[src/rtl/dma_lite_pkg.sv]
// ---------------------------------------------------------------------------
// dma_lite_pkg
//   Shared definitions for the DMA-lite register-write arbiter:
//     - requester count, AXI-Lite address and data widths
//     - arbiter FSM state encoding
//     - other_req(): the requester that is not idx (two-requester fabric)
// ---------------------------------------------------------------------------
package dma_lite_pkg;

   localparam int N_REQ  = 2;
   localparam int ADDR_W = 10;
   localparam int DATA_W = 32;

   typedef enum logic [1:0] {
      ST_IDLE  = 2'd0,
      ST_ISSUE = 2'd1,
      ST_WAIT  = 2'd2
   } arb_state_e;

   // With exactly two requesters the "other" one is simply the inverse index.
   function automatic logic other_req(input logic idx);
      return ~idx;
   endfunction

endpackage

[src/rtl/lite_req_slot.sv]
// ---------------------------------------------------------------------------
// lite_req_slot
//   One-entry request holding register for a single requester.
//   Ports:
//     clk, rst    : clock, synchronous active-high reset
//     valid_i     : one-cycle request pulse
//     addr_i      : request address, sampled with valid_i
//     data_i      : request data, sampled with valid_i
//     clear_i     : arbiter finished this slot's transaction this cycle
//     pending_o   : slot holds a request not yet completed
//     addr_o      : captured address
//     data_o      : captured data
//     ovf_o       : sticky, a request was dropped because the slot was full
// ---------------------------------------------------------------------------
module lite_req_slot
   import dma_lite_pkg::*;
(
   input  logic              clk,
   input  logic              rst,
   input  logic              valid_i,
   input  logic [ADDR_W-1:0] addr_i,
   input  logic [DATA_W-1:0] data_i,
   input  logic              clear_i,
   output logic              pending_o,
   output logic [ADDR_W-1:0] addr_o,
   output logic [DATA_W-1:0] data_o,
   output logic              ovf_o
);

   logic              pending_q, pending_d;
   logic [ADDR_W-1:0] addr_q, addr_d;
   logic [DATA_W-1:0] data_q, data_d;
   logic              ovf_q, ovf_d;

   always_comb begin
      pending_d = pending_q;
      addr_d    = addr_q;
      data_d    = data_q;
      ovf_d     = ovf_q;

      if (clear_i) begin
         pending_d = 1'b0;
      end

      // The slot is considered free in the cycle its transaction completes,
      // so a request arriving then is captured rather than flagged.
      if (valid_i) begin
         if (!pending_q || clear_i) begin
            pending_d = 1'b1;
            addr_d    = addr_i;
            data_d    = data_i;
         end else begin
            ovf_d = 1'b1;
         end
      end
   end

   always_ff @(posedge clk) begin
      if (rst) begin
         pending_q <= 1'b0;
         addr_q    <= '0;
         data_q    <= '0;
         ovf_q     <= 1'b0;
      end else begin
         pending_q <= pending_d;
         addr_q    <= addr_d;
         data_q    <= data_d;
         ovf_q     <= ovf_d;
      end
   end

   assign pending_o = pending_q;
   assign addr_o    = addr_q;
   assign data_o    = data_q;
   assign ovf_o     = ovf_q;

endmodule

[src/rtl/dma_lite_arb.sv]
// ---------------------------------------------------------------------------
// dma_lite_arb
//   Round-robin arbiter sharing one AXI-Lite write engine between the MM2S
//   (requester 0) and S2MM (requester 1) control paths.
//   Parameter:
//     TIMEOUT_CYCLES : WAIT cycles without lite_end before a write is abandoned
//   Ports:
//     clk, rst                     : clock, synchronous active-high reset
//     reqN_valid/awaddr/wdata      : request pulse with address and data
//     reqN_end                     : one-cycle pulse, requester N finished
//     lite_valid/awaddr/wdata      : issue pulse and held address/data
//     lite_end                     : write response pulse from the engine
//     ovf_err[1:0]                 : sticky per-requester dropped-request flag
//     timeout_err                  : sticky, some transaction timed out
// ---------------------------------------------------------------------------
module dma_lite_arb
   import dma_lite_pkg::*;
#(
   parameter int TIMEOUT_CYCLES = 1024
) (
   input  logic              clk,
   input  logic              rst,
   input  logic              req0_valid,
   input  logic [ADDR_W-1:0] req0_awaddr,
   input  logic [DATA_W-1:0] req0_wdata,
   output logic              req0_end,
   input  logic              req1_valid,
   input  logic [ADDR_W-1:0] req1_awaddr,
   input  logic [DATA_W-1:0] req1_wdata,
   output logic              req1_end,
   output logic              lite_valid,
   output logic [ADDR_W-1:0] lite_awaddr,
   output logic [DATA_W-1:0] lite_wdata,
   input  logic              lite_end,
   output logic [1:0]        ovf_err,
   output logic              timeout_err
);

   // Counter only has to reach TIMEOUT_CYCLES-1, so clog2 bits never wrap.
   localparam int              CNT_W    = (TIMEOUT_CYCLES > 1) ? $clog2(TIMEOUT_CYCLES) : 1;
   localparam logic [CNT_W-1:0] CNT_LAST = CNT_W'(TIMEOUT_CYCLES - 1);

   // ---------------------------------------------------------------------
   // Request slots
   // ---------------------------------------------------------------------
   logic [N_REQ-1:0]  req_valid;
   logic [ADDR_W-1:0] req_addr  [N_REQ];
   logic [DATA_W-1:0] req_data  [N_REQ];
   logic [N_REQ-1:0]  pending;
   logic [ADDR_W-1:0] slot_addr [N_REQ];
   logic [DATA_W-1:0] slot_data [N_REQ];
   logic [N_REQ-1:0]  slot_ovf;
   logic [N_REQ-1:0]  slot_clear;

   assign req_valid   = {req1_valid, req0_valid};
   assign req_addr[0] = req0_awaddr;
   assign req_addr[1] = req1_awaddr;
   assign req_data[0] = req0_wdata;
   assign req_data[1] = req1_wdata;

   for (genvar gi = 0; gi < N_REQ; gi++) begin : g_slot
      lite_req_slot u_slot (
         .clk       (clk),
         .rst       (rst),
         .valid_i   (req_valid[gi]),
         .addr_i    (req_addr[gi]),
         .data_i    (req_data[gi]),
         .clear_i   (slot_clear[gi]),
         .pending_o (pending[gi]),
         .addr_o    (slot_addr[gi]),
         .data_o    (slot_data[gi]),
         .ovf_o     (slot_ovf[gi])
      );
   end

   // ---------------------------------------------------------------------
   // Arbiter FSM: next-state / next-output logic
   // ---------------------------------------------------------------------
   arb_state_e        state_q, state_d;
   logic              rr_q, rr_d;
   logic              grant_q, grant_d;
   logic [CNT_W-1:0]  cnt_q, cnt_d;
   logic              lite_valid_q, lite_valid_d;
   logic [ADDR_W-1:0] lite_awaddr_q, lite_awaddr_d;
   logic [DATA_W-1:0] lite_wdata_q, lite_wdata_d;
   logic [N_REQ-1:0]  req_end_q, req_end_d;
   logic              timeout_err_q, timeout_err_d;
   logic              grant_sel;
   logic              timed_out;

   always_comb begin
      state_d       = state_q;
      rr_d          = rr_q;
      grant_d       = grant_q;
      cnt_d         = cnt_q;
      lite_valid_d  = 1'b0;
      lite_awaddr_d = lite_awaddr_q;
      lite_wdata_d  = lite_wdata_q;
      req_end_d     = '0;
      timeout_err_d = timeout_err_q;
      slot_clear    = '0;
      timed_out     = 1'b0;

      // Round-robin: the pointed-to requester wins if it is waiting.
      grant_sel = pending[rr_q] ? rr_q : other_req(rr_q);

      case (state_q)
         ST_IDLE: begin
            if (|pending) begin
               grant_d       = grant_sel;
               lite_valid_d  = 1'b1;
               lite_awaddr_d = slot_addr[grant_sel];
               lite_wdata_d  = slot_data[grant_sel];
               state_d       = ST_ISSUE;
            end
         end

         ST_ISSUE: begin
            // lite_end is deliberately not looked at here.
            cnt_d   = '0;
            state_d = ST_WAIT;
         end

         ST_WAIT: begin
            timed_out = (cnt_q == CNT_LAST);
            if (lite_end || timed_out) begin
               slot_clear[grant_q] = 1'b1;
               req_end_d[grant_q]  = 1'b1;
               rr_d                = other_req(grant_q);
               cnt_d               = '0;
               state_d             = ST_IDLE;
               // A response landing on the last cycle is a normal completion.
               if (!lite_end) begin
                  timeout_err_d = 1'b1;
               end
            end else begin
               cnt_d = cnt_q + CNT_W'(1);
            end
         end

         default: begin
            state_d = ST_IDLE;
         end
      endcase
   end

   always_ff @(posedge clk) begin
      if (rst) begin
         state_q       <= ST_IDLE;
         rr_q          <= 1'b0;
         grant_q       <= 1'b0;
         cnt_q         <= '0;
         lite_valid_q  <= 1'b0;
         lite_awaddr_q <= '0;
         lite_wdata_q  <= '0;
         req_end_q     <= '0;
         timeout_err_q <= 1'b0;
      end else begin
         state_q       <= state_d;
         rr_q          <= rr_d;
         grant_q       <= grant_d;
         cnt_q         <= cnt_d;
         lite_valid_q  <= lite_valid_d;
         lite_awaddr_q <= lite_awaddr_d;
         lite_wdata_q  <= lite_wdata_d;
         req_end_q     <= req_end_d;
         timeout_err_q <= timeout_err_d;
      end
   end

   assign lite_valid  = lite_valid_q;
   assign lite_awaddr = lite_awaddr_q;
   assign lite_wdata  = lite_wdata_q;
   assign req0_end    = req_end_q[0];
   assign req1_end    = req_end_q[1];
   assign ovf_err     = slot_ovf;
   assign timeout_err = timeout_err_q;

endmodule

[config.mk]
export PLATFORM = sky130hd
export DESIGN_NAME = dma_lite_arb
export DESIGN_NICKNAME = d
export VERILOG_FILES = /design/src/rtl/dma_lite_pkg.sv /design/src/rtl/lite_req_slot.sv /design/src/rtl/dma_lite_arb.sv
export SDC_FILE = /design/constraint.sdc
export NUM_CORES = 1
export LEC_CHECK = 0
export ABC_CLOCK_PERIOD_IN_PS = 1600
export CORE_MARGIN = 4
export CORE_UTILIZATION = 38
export CTS_CLUSTER_DIAMETER = 30
export CTS_CLUSTER_SIZE = 12
export DETAILED_ROUTE_END_ITERATION = 10
export GPL_TIMING_DRIVEN = 0
export PLACE_DENSITY = 0.67
export SLEW_MARGIN = 20
export SYNTH_ARGS = -nofsm -noshare
export SYNTH_HDL_FRONTEND = slang
export SYNTH_SLANG_ARGS = --single-unit
[constraint.sdc]
create_clock -name clk -period 1.6 [get_ports clk]
set_input_delay 0.16 -clock clk [delete_from_list [all_inputs] [get_ports clk]]
set_output_delay 0.16 -clock clk [all_outputs]
set_load 0.1 [all_outputs]
Word-level counts from Yosys, hierarchy flattened
Cells that the tools add are included.
- register bits: 148
- word-level logic and storage cells: 77
- input bits: 89
- output and inout port bits: 48
- magnitude comparators: 4
- reduce and logical (&&, ||, !) cells: 18
- bitwise gates (word level): 7
- eq/ne operators: 5
- $add $sub $neg: 1
- multiplexer cells: 25
- operator list (cell ; number):
    32-bit 2-to-1 mux ; 3
    10-bit 2-to-1 mux ; 4
    10-bit one-hot mux with 2 select lines ; 1
    2-bit AND reduction ; 7
    1-bit 2-to-1 mux ; 11
    10-bit by 1-bit adder with 10-bit output (second input constant) ; 1
    10-bit equality test (second input constant) ; 1
    2-bit 2-to-1 mux ; 4
    1-bit NOT ; 6
    2-bit one-hot mux with 3 select lines ; 1
    1-bit by 2-bit less-than comparator with 1-bit output (second input constant) ; 2
    2-bit inequality test (second input constant) ; 2
    2-bit OR reduction ; 2
    1-bit logical OR ; 3
    3-bit AND reduction ; 1
    2-bit by 1-bit equality test with 1-bit output (second input constant) ; 1
    2-bit equality test (second input constant) ; 1
    2-bit >= comparator (second input constant) ; 1
    1-bit logical NOT ; 2
    2-bit logical NOT ; 1
    1-bit NOT with 2-bit output ; 1
    2-bit nonzero test ; 1
    1-bit demux with 1-bit select ; 1
    1-bit >= comparator (second input constant) ; 1
    1-bit logical AND ; 1

Depth between registers and ports, before layout
- depth in word-level cells: 9
- mapped depth: 8
- mapped depth without buffers: 6

Modules after synthesis
Synthesis repeated with hierarchy kept, for this count alone.
- cell total of the unflattened synthesis: 657
- area total of the unflattened synthesis: 6708.9 um^2
- modules (own cells, without submodules) (module ; cells an instance ; instances ; sequential area each (um^2) ; area each (um^2)):
    lite_req_slot ; 190 ; 2 ; 880.8 ; 1991.9
    dma_lite_arb ; 277 ; 1 ; 1201.2 ; 2725.1

Least setup slack after synthesis
Ideal clock, no wire load.
- path kind: register -> register
- from: register cnt_q[0]
- to: register g_slot[1].u_slot.addr_q[0]
- cell stages (with the launch flop): 8
- data arrival time: 1.530 ns
- setup time: 0.072 ns
- period minus slack after synthesis: 1.601 ns
- data required time: 1.528 ns
- path slack: -0.001 ns
- buffers on the path: 2
- path through: dfxtp_1 > ha_1 > and4_4 > nand4_2 > a21boi_2 > buf_6 > buf_12 > mux2i_1
- word-level cells in the longest chain between the ends: 6
- RTL lines (element ; RTL line ; source):
    from (decl) ; dma_lite_arb.sv:82 ; logic [CNT_W-1:0] cnt_q, cnt_d;
    from (signal assigned) ; dma_lite_arb.sv:162 ; cnt_q <= cnt_d;
    10-bit equality test ; dma_lite_arb.sv:125 ; timed_out = (cnt_q == CNT_LAST);
    1-bit logical OR ; dma_lite_arb.sv:126 ; if (lite_end || timed_out) begin
    2-bit 2-to-1 mux ; dma_lite_arb.sv:126 ;
    2-bit 2-to-1 mux ; - ;
    1-bit logical OR ; lite_req_slot.sv:48 ; if (!pending_q || clear_i) begin
    2-bit AND reduction (no line) ; - ;
    to (signal assigned) ; lite_req_slot.sv:66 ; addr_q <= addr_d;
    to (decl) ; lite_req_slot.sv:31 ; logic [ADDR_W-1:0] addr_q, addr_d;
No other way between the ends.
A chain may end at the register's enable or synchronous reset.

Worst setup path after layout
- from: register cnt_q[1]
- to: register g_slot[1].u_slot.data_q[19]
- word-level cells in the longest chain between the ends: 6
- RTL lines (element ; RTL line ; source):
    10-bit equality test ; dma_lite_arb.sv:125 ;
    1-bit logical OR ; dma_lite_arb.sv:126 ;
    2-bit 2-to-1 mux ; dma_lite_arb.sv:126 ;
    2-bit 2-to-1 mux ; - ;
    1-bit logical OR ; lite_req_slot.sv:48 ;
    2-bit AND reduction (no line) ; - ;
    to (signal assigned) ; lite_req_slot.sv:67 ; data_q <= data_d;
    to (decl) ; lite_req_slot.sv:32 ; logic [DATA_W-1:0] data_q, data_d;
No other way between the ends.

==> impl_metrics.xml <==
<?xml version="1.0" encoding="UTF-8"?>
<metrics>
  <group name="critical_path">
    <metric name="critical-path-top-delay-family" unit="">simple AND/OR/NAND/NOR gates</metric>
    <metric name="crit_path_top_delay_cell" unit="">dfxtp_2</metric>
    <metric name="timing.critical_path.slowest_cell_delay" unit="ps">350</metric>
    <metric name="critical_path_class" unit="">reg -&gt; reg</metric>
    <metric name="reg2reg_setup_slack" unit="ps">-180</metric>
    <metric name="timing.critical_path.fanout_max" unit="">9</metric>
    <metric name="worst_setup_end_kind" unit="">flop</metric>
    <metric name="worstReg2RegEnd" unit="">g_slot[1].u_slot.data_o[19]</metric>
    <metric name="worstPathCellList" unit="">ha_4 -&gt; and4_4 -&gt; nand4_2 -&gt; a21boi_2 -&gt; buf_12 -&gt; clkbuf_16 -&gt; mux2i_1</metric>
    <metric name="cp.depth" unit="">7</metric>
    <metric name="r2r_start" unit="">cnt_q[1]</metric>
    <metric name="worstRegToRegCells" unit="">7</metric>
    <metric name="worst_setup_path_start_kind" unit="">flop</metric>
    <metric name="cp_data_required_time" unit="ps">1950</metric>
    <metric name="critical_path_arrival" unit="ps">2130</metric>
    <metric name="worst-path-buf-inv" unit="">2</metric>
  </group>
  <group name="route">
    <metric name="wl" unit="um">17380</metric>
    <metric name="via_count" unit="">5092</metric>
    <metric name="drt-wirelength-per-cell" unit="um">16.26</metric>
    <metric name="ant_nets" unit="">0</metric>
    <metric name="detail_route.first_pass.iterations" unit="">4</metric>
    <metric name="drc" unit="">0</metric>
    <metric name="viasPerCell" unit="">4.763</metric>
    <metric name="drtIter0Drc" unit="">235</metric>
  </group>
  <group name="power_and_ir_drop">
    <metric name="p_leak" unit="nW">3.626</metric>
    <metric name="totalPowerFinal" unit="mW">11.63</metric>
    <metric name="switching_power" unit="mW">3.825</metric>
    <metric name="pwr-share-clk" unit="">0.363</metric>
    <metric name="combinationalPowerShare" unit="">0.275</metric>
    <metric name="power_report.internal_total" unit="mW">7.803</metric>
    <metric name="sequential_group_share_of_total_power" unit="">0.362</metric>
    <metric name="vdd.ir_drop.worst" unit="uV">888.8</metric>
    <metric name="powerDensity" unit="mW/mm^2">1279</metric>
    <metric name="power.share.switching" unit="">0.3289</metric>
  </group>
  <group name="floorplanning">
    <metric name="io_pins" unit="">137</metric>
    <metric name="die_height" unit="um">136.2</metric>
    <metric name="placeableCoreArea" unit="mm^2">0.01600</metric>
    <metric name="initial_utilization" unit="">0.3903</metric>
    <metric name="overall_die_width" unit="um">136.2</metric>
    <metric name="floorplan.die_area" unit="mm^2">0.01855</metric>
    <metric name="rows" unit="">46</metric>
  </group>
  <group name="layout">
    <metric name="nNetsFinal" unit="">932</metric>
    <metric name="area_growth_syn_to_layout" unit="%">45.54</metric>
    <metric name="sequential_standard_cell_area" unit="mm^2">0.002974</metric>
    <metric name="multiInputGateArea" unit="mm^2">0.003019</metric>
    <metric name="final.fill_count" unit="">1452</metric>
    <metric name="drive_above_1_share" unit="">0.1925</metric>
    <metric name="final_cell_area" unit="mm^2">0.009089</metric>
    <metric name="stdcell_count" unit="">1069</metric>
  </group>
  <group name="clock_network">
    <metric name="clock_tree.buffer_depth" unit="">2</metric>
    <metric name="cts_sinks" unit="">148</metric>
    <metric name="tritoncts.num_buffers" unit="">17</metric>
    <metric name="root_buffer" unit="">clkbuf_16</metric>
    <metric name="clk_lat_worst_skew" unit="ps">420</metric>
    <metric name="cts-hold-fix-buffers" unit="">0</metric>
    <metric name="path_clk_slew" unit="ps">60</metric>
    <metric name="tritoncts_clock_tree" unit="">yes</metric>
    <metric name="cts_htree_levels" unit="">4</metric>
  </group>
  <group name="synth">
    <metric name="number_of_storage_elements_in_the_synthesis_netlist" unit="">148</metric>
    <metric name="yosys-top-cells-area" unit="">dfxtp_1 47%, mux2i_1 21%, nand2_1 11%</metric>
    <metric name="post_synth_net_total" unit="">756</metric>
    <metric name="synth_cell_type_count" unit="">37</metric>
    <metric name="part_of_the_yosys_area_used_for_sequential_elements" unit="">0.4745</metric>
    <metric name="syn_area" unit="mm^2">0.006245</metric>
    <metric name="post_synth.cell_area_avg" unit="um^2">9.419</metric>
    <metric name="fraction_of_synthesis_flops_using_an_asynchronous_set_or_reset_pin" unit="">0</metric>
    <metric name="synthTopCellsByCount" unit="">175 x nand2_1, 148 x dfxtp_1, 128 x mux2i_1, 63 x nor2_1, 42 x a211oi_1</metric>
    <metric name="synthesis_warning_total" unit="">0</metric>
    <metric name="yosys.cell_count.top_type" unit="">nand2_1</metric>
    <metric name="synth-main-ff-cell" unit="">dfxtp_1</metric>
    <metric name="postSynthCellCount" unit="">663</metric>
    <metric name="synth_edf_count" unit="">0</metric>
    <metric name="synth_top_area_cell" unit="">dfxtp_1</metric>
    <metric name="post-synth-top-area-fraction" unit="">0.4745</metric>
  </group>
  <group name="placement">
    <metric name="place_congestion" unit="">0.7894</metric>
    <metric name="placed_standard_cell_area" unit="mm^2">0.007869</metric>
    <metric name="numPortBuffers" unit="">135</metric>
    <metric name="post-place-cells" unit="">1014</metric>
    <metric name="hpwl" unit="um">11680</metric>
  </group>
  <group name="status">
    <metric name="run_status" unit="">finished, violations left</metric>
    <metric name="violations_in_the_final_reports" unit="">negative setup slack</metric>
  </group>
  <group name="timing">
    <metric name="timing.slew.headroom" unit="">0.5820</metric>
    <metric name="final.hold.worst_slack" unit="ps">266.4</metric>
    <metric name="setup_viol" unit="">84</metric>
    <metric name="layout_worst_path_cycle_share" unit="">1.115</metric>
    <metric name="rsz0062_at_grt" unit="">true</metric>
    <metric name="layout_setup_ws" unit="ps">-184.5</metric>
    <metric name="finalCriticalPeriod" unit="ps">1784</metric>
    <metric name="finalHoldViolations" unit="">0</metric>
    <metric name="timing.final.max_slew_violations" unit="">0</metric>
    <metric name="fin_tns_setup" unit="ps">-8242</metric>
    <metric name="skew_final" unit="ps">7.200</metric>
    <metric name="clock.fmax" unit="MHz">560.4</metric>
    <metric name="timing_worst_slew_pin_value" unit="ps">627.1</metric>
  </group>
  <group name="global_routing">
    <metric name="grt.overflow.total" unit="">0</metric>
    <metric name="largest_net_degree_at_the_start_of_global_routing" unit="">17</metric>
    <metric name="first_global_vias" unit="">5047</metric>
    <metric name="grt_antenna_before_repair" unit="">0</metric>
    <metric name="global_route.usage.total" unit="">0.1857</metric>
    <metric name="grt_first_pass_wirelength" unit="um">26420</metric>
  </group>
  <group name="min_path">
    <metric name="hold_path.startpoint" unit="">rst</metric>
    <metric name="holdCritPathClass" unit="">in -&gt; reg</metric>
    <metric name="hold_path_depth" unit="">2</metric>
    <metric name="hold_end" unit="">req_end_q[0]</metric>
  </group>
  <group name="run">
    <metric name="cap_violations" unit="">0</metric>
  </group>
</metrics>
-- sequential cells by signal (all words and copies together), names as in the netlist, 2 cells and up --
signal                   cells
lite_wdata                  32
g_slot.u_slot.ovf_o          2
g_slot.u_slot.data_o        64
cnt_q                       10
g_slot.u_slot.pending_o      2
req_end_q                    2
state_q                      2
g_slot.u_slot.addr_o        20
lite_awaddr                 10
-- power groups by stage --
stage               sequential [mW]  clock (mW)  combinational [mW]
finish                         4.21        4.22                3.20
global route                   4.25        4.47                3.37
CTS                            4.20        4.30                3.07
detailed placement             4.28           0                2.98
global placement               4.27           0                2.97
floorplan                      5.42           0               0.980
-- how the worst max path moves through the flow --
| stage | startpoint | to | slack, ps |
|---|---|---|---|
| after global placement | state_q[0] | lite_wdata[25] | -410 |
| after CTS | cnt_q[1] | g_slot[0].u_slot.addr_o[3] | -120 |
| after floorplan | cnt_q[0] | g_slot[1].u_slot.addr_o[0] | 10 |
| after global routing | cnt_q[1] | g_slot[1].u_slot.data_o[19] | -260 |
| after detailed placement | state_q[0] | lite_awaddr[1] | -450 |
| final | cnt_q[1] | g_slot[1].u_slot.data_o[19] | -180 |
-- cell families (layout without fill, tap and decap cells) --
group,Yosys count,in the layout,synth area share
buf+inv,59,248,0.06351
simple gates,254,254,0.1621
fa+ha+maj,4,4,0.008015
xor+xnor,9,9,0.01262
flops,148,148,0.4745
other cells,0,1,0
mux,129,129,0.2070
compound gates,60,60,0.07233
-- cell type report --
| cell class | instances | share of cell area |
|---|---|---|
| Clock inverter | 8 | 0.01322 |
| Sequential cell | 148 | 0.3272 |
| Multi-Input combinational cell | 456 | 0.3322 |
| Antenna cell | 1 | 0.0002753 |
| Inverter | 6 | 0.002478 |
| Buffer | 52 | 0.04694 |
| Clock buffer | 24 | 0.05631 |
| Tap cell | 216 | 0.02974 |
| Timing Repair Buffer | 158 | 0.1916 |
-- metrics by stage --
| stage | util | setup slack, ps |
|---|---|---|
| after floorplan | - | 14.94 |
| after global placement | 0.4918 | -408.2 |
| after detailed placement | 0.4918 | -452.5 |
| after CTS | 0.5515 | -115.0 |
| after global routing | 0.5679 | -256.6 |
| final | 0.5680 | -184.5 |
-- layout by cell type, fill, tap and decap left out, types with 4 or more instances in the layout --
master | netlist | final
clkdlybuf4s15_2 | 0 | 46
mux2i_1 | 128 | 127
buf_12 | 8 | 10
clkbuf_4 | 0 | 4
buf_6 | 2 | 8
clkbuf_16 | 0 | 23
dfxtp_2 | 0 | 9
a211oi_1 | 42 | 37
xor2_1 | 5 | 5
nand2_1 | 175 | 175
clkdlybuf4s50_1 | 0 | 87
inv_1 | 6 | 5
a211oi_2 | 0 | 5
buf_2 | 3 | 5
clkbuf_1 | 30 | 26
xnor2_1 | 4 | 4
dfxtp_1 | 148 | 139
nor2_1 | 63 | 63
clkbuf_8 | 0 | 6
buf_4 | 7 | 16
-- metal layers --
| metal | global-route usage | wire [um] | vias to the layer above |
|---|---|---|---|
| li1 | - | - | 2591 |
| met1 | 0.2448 | 8008 | 2349 |
| met2 | 0.2928 | 8170 | 128 |
| met3 | 0.04774 | 887 | 24 |
| met4 | 0.06999 | 317 | 0 |
| met5 | 0 | 0 | - |
-- worst register-to-register path, cell delays in order (launching register included) --
cell       delay, ps
dfxtp_2          350
ha_4             130
and4_4           240
nand4_2          150
a21boi_2         250
buf_12           210
clkbuf_16        180
mux2i_1          200
-- what timing repair did --
action	CTS	global route
pin swaps	4	12
buffers inserted	10	4
gates cloned	2	7
endpoints found under the setup margin	183	138
gates resized for setup	186	31
Power figures use the tool's default switching activity.
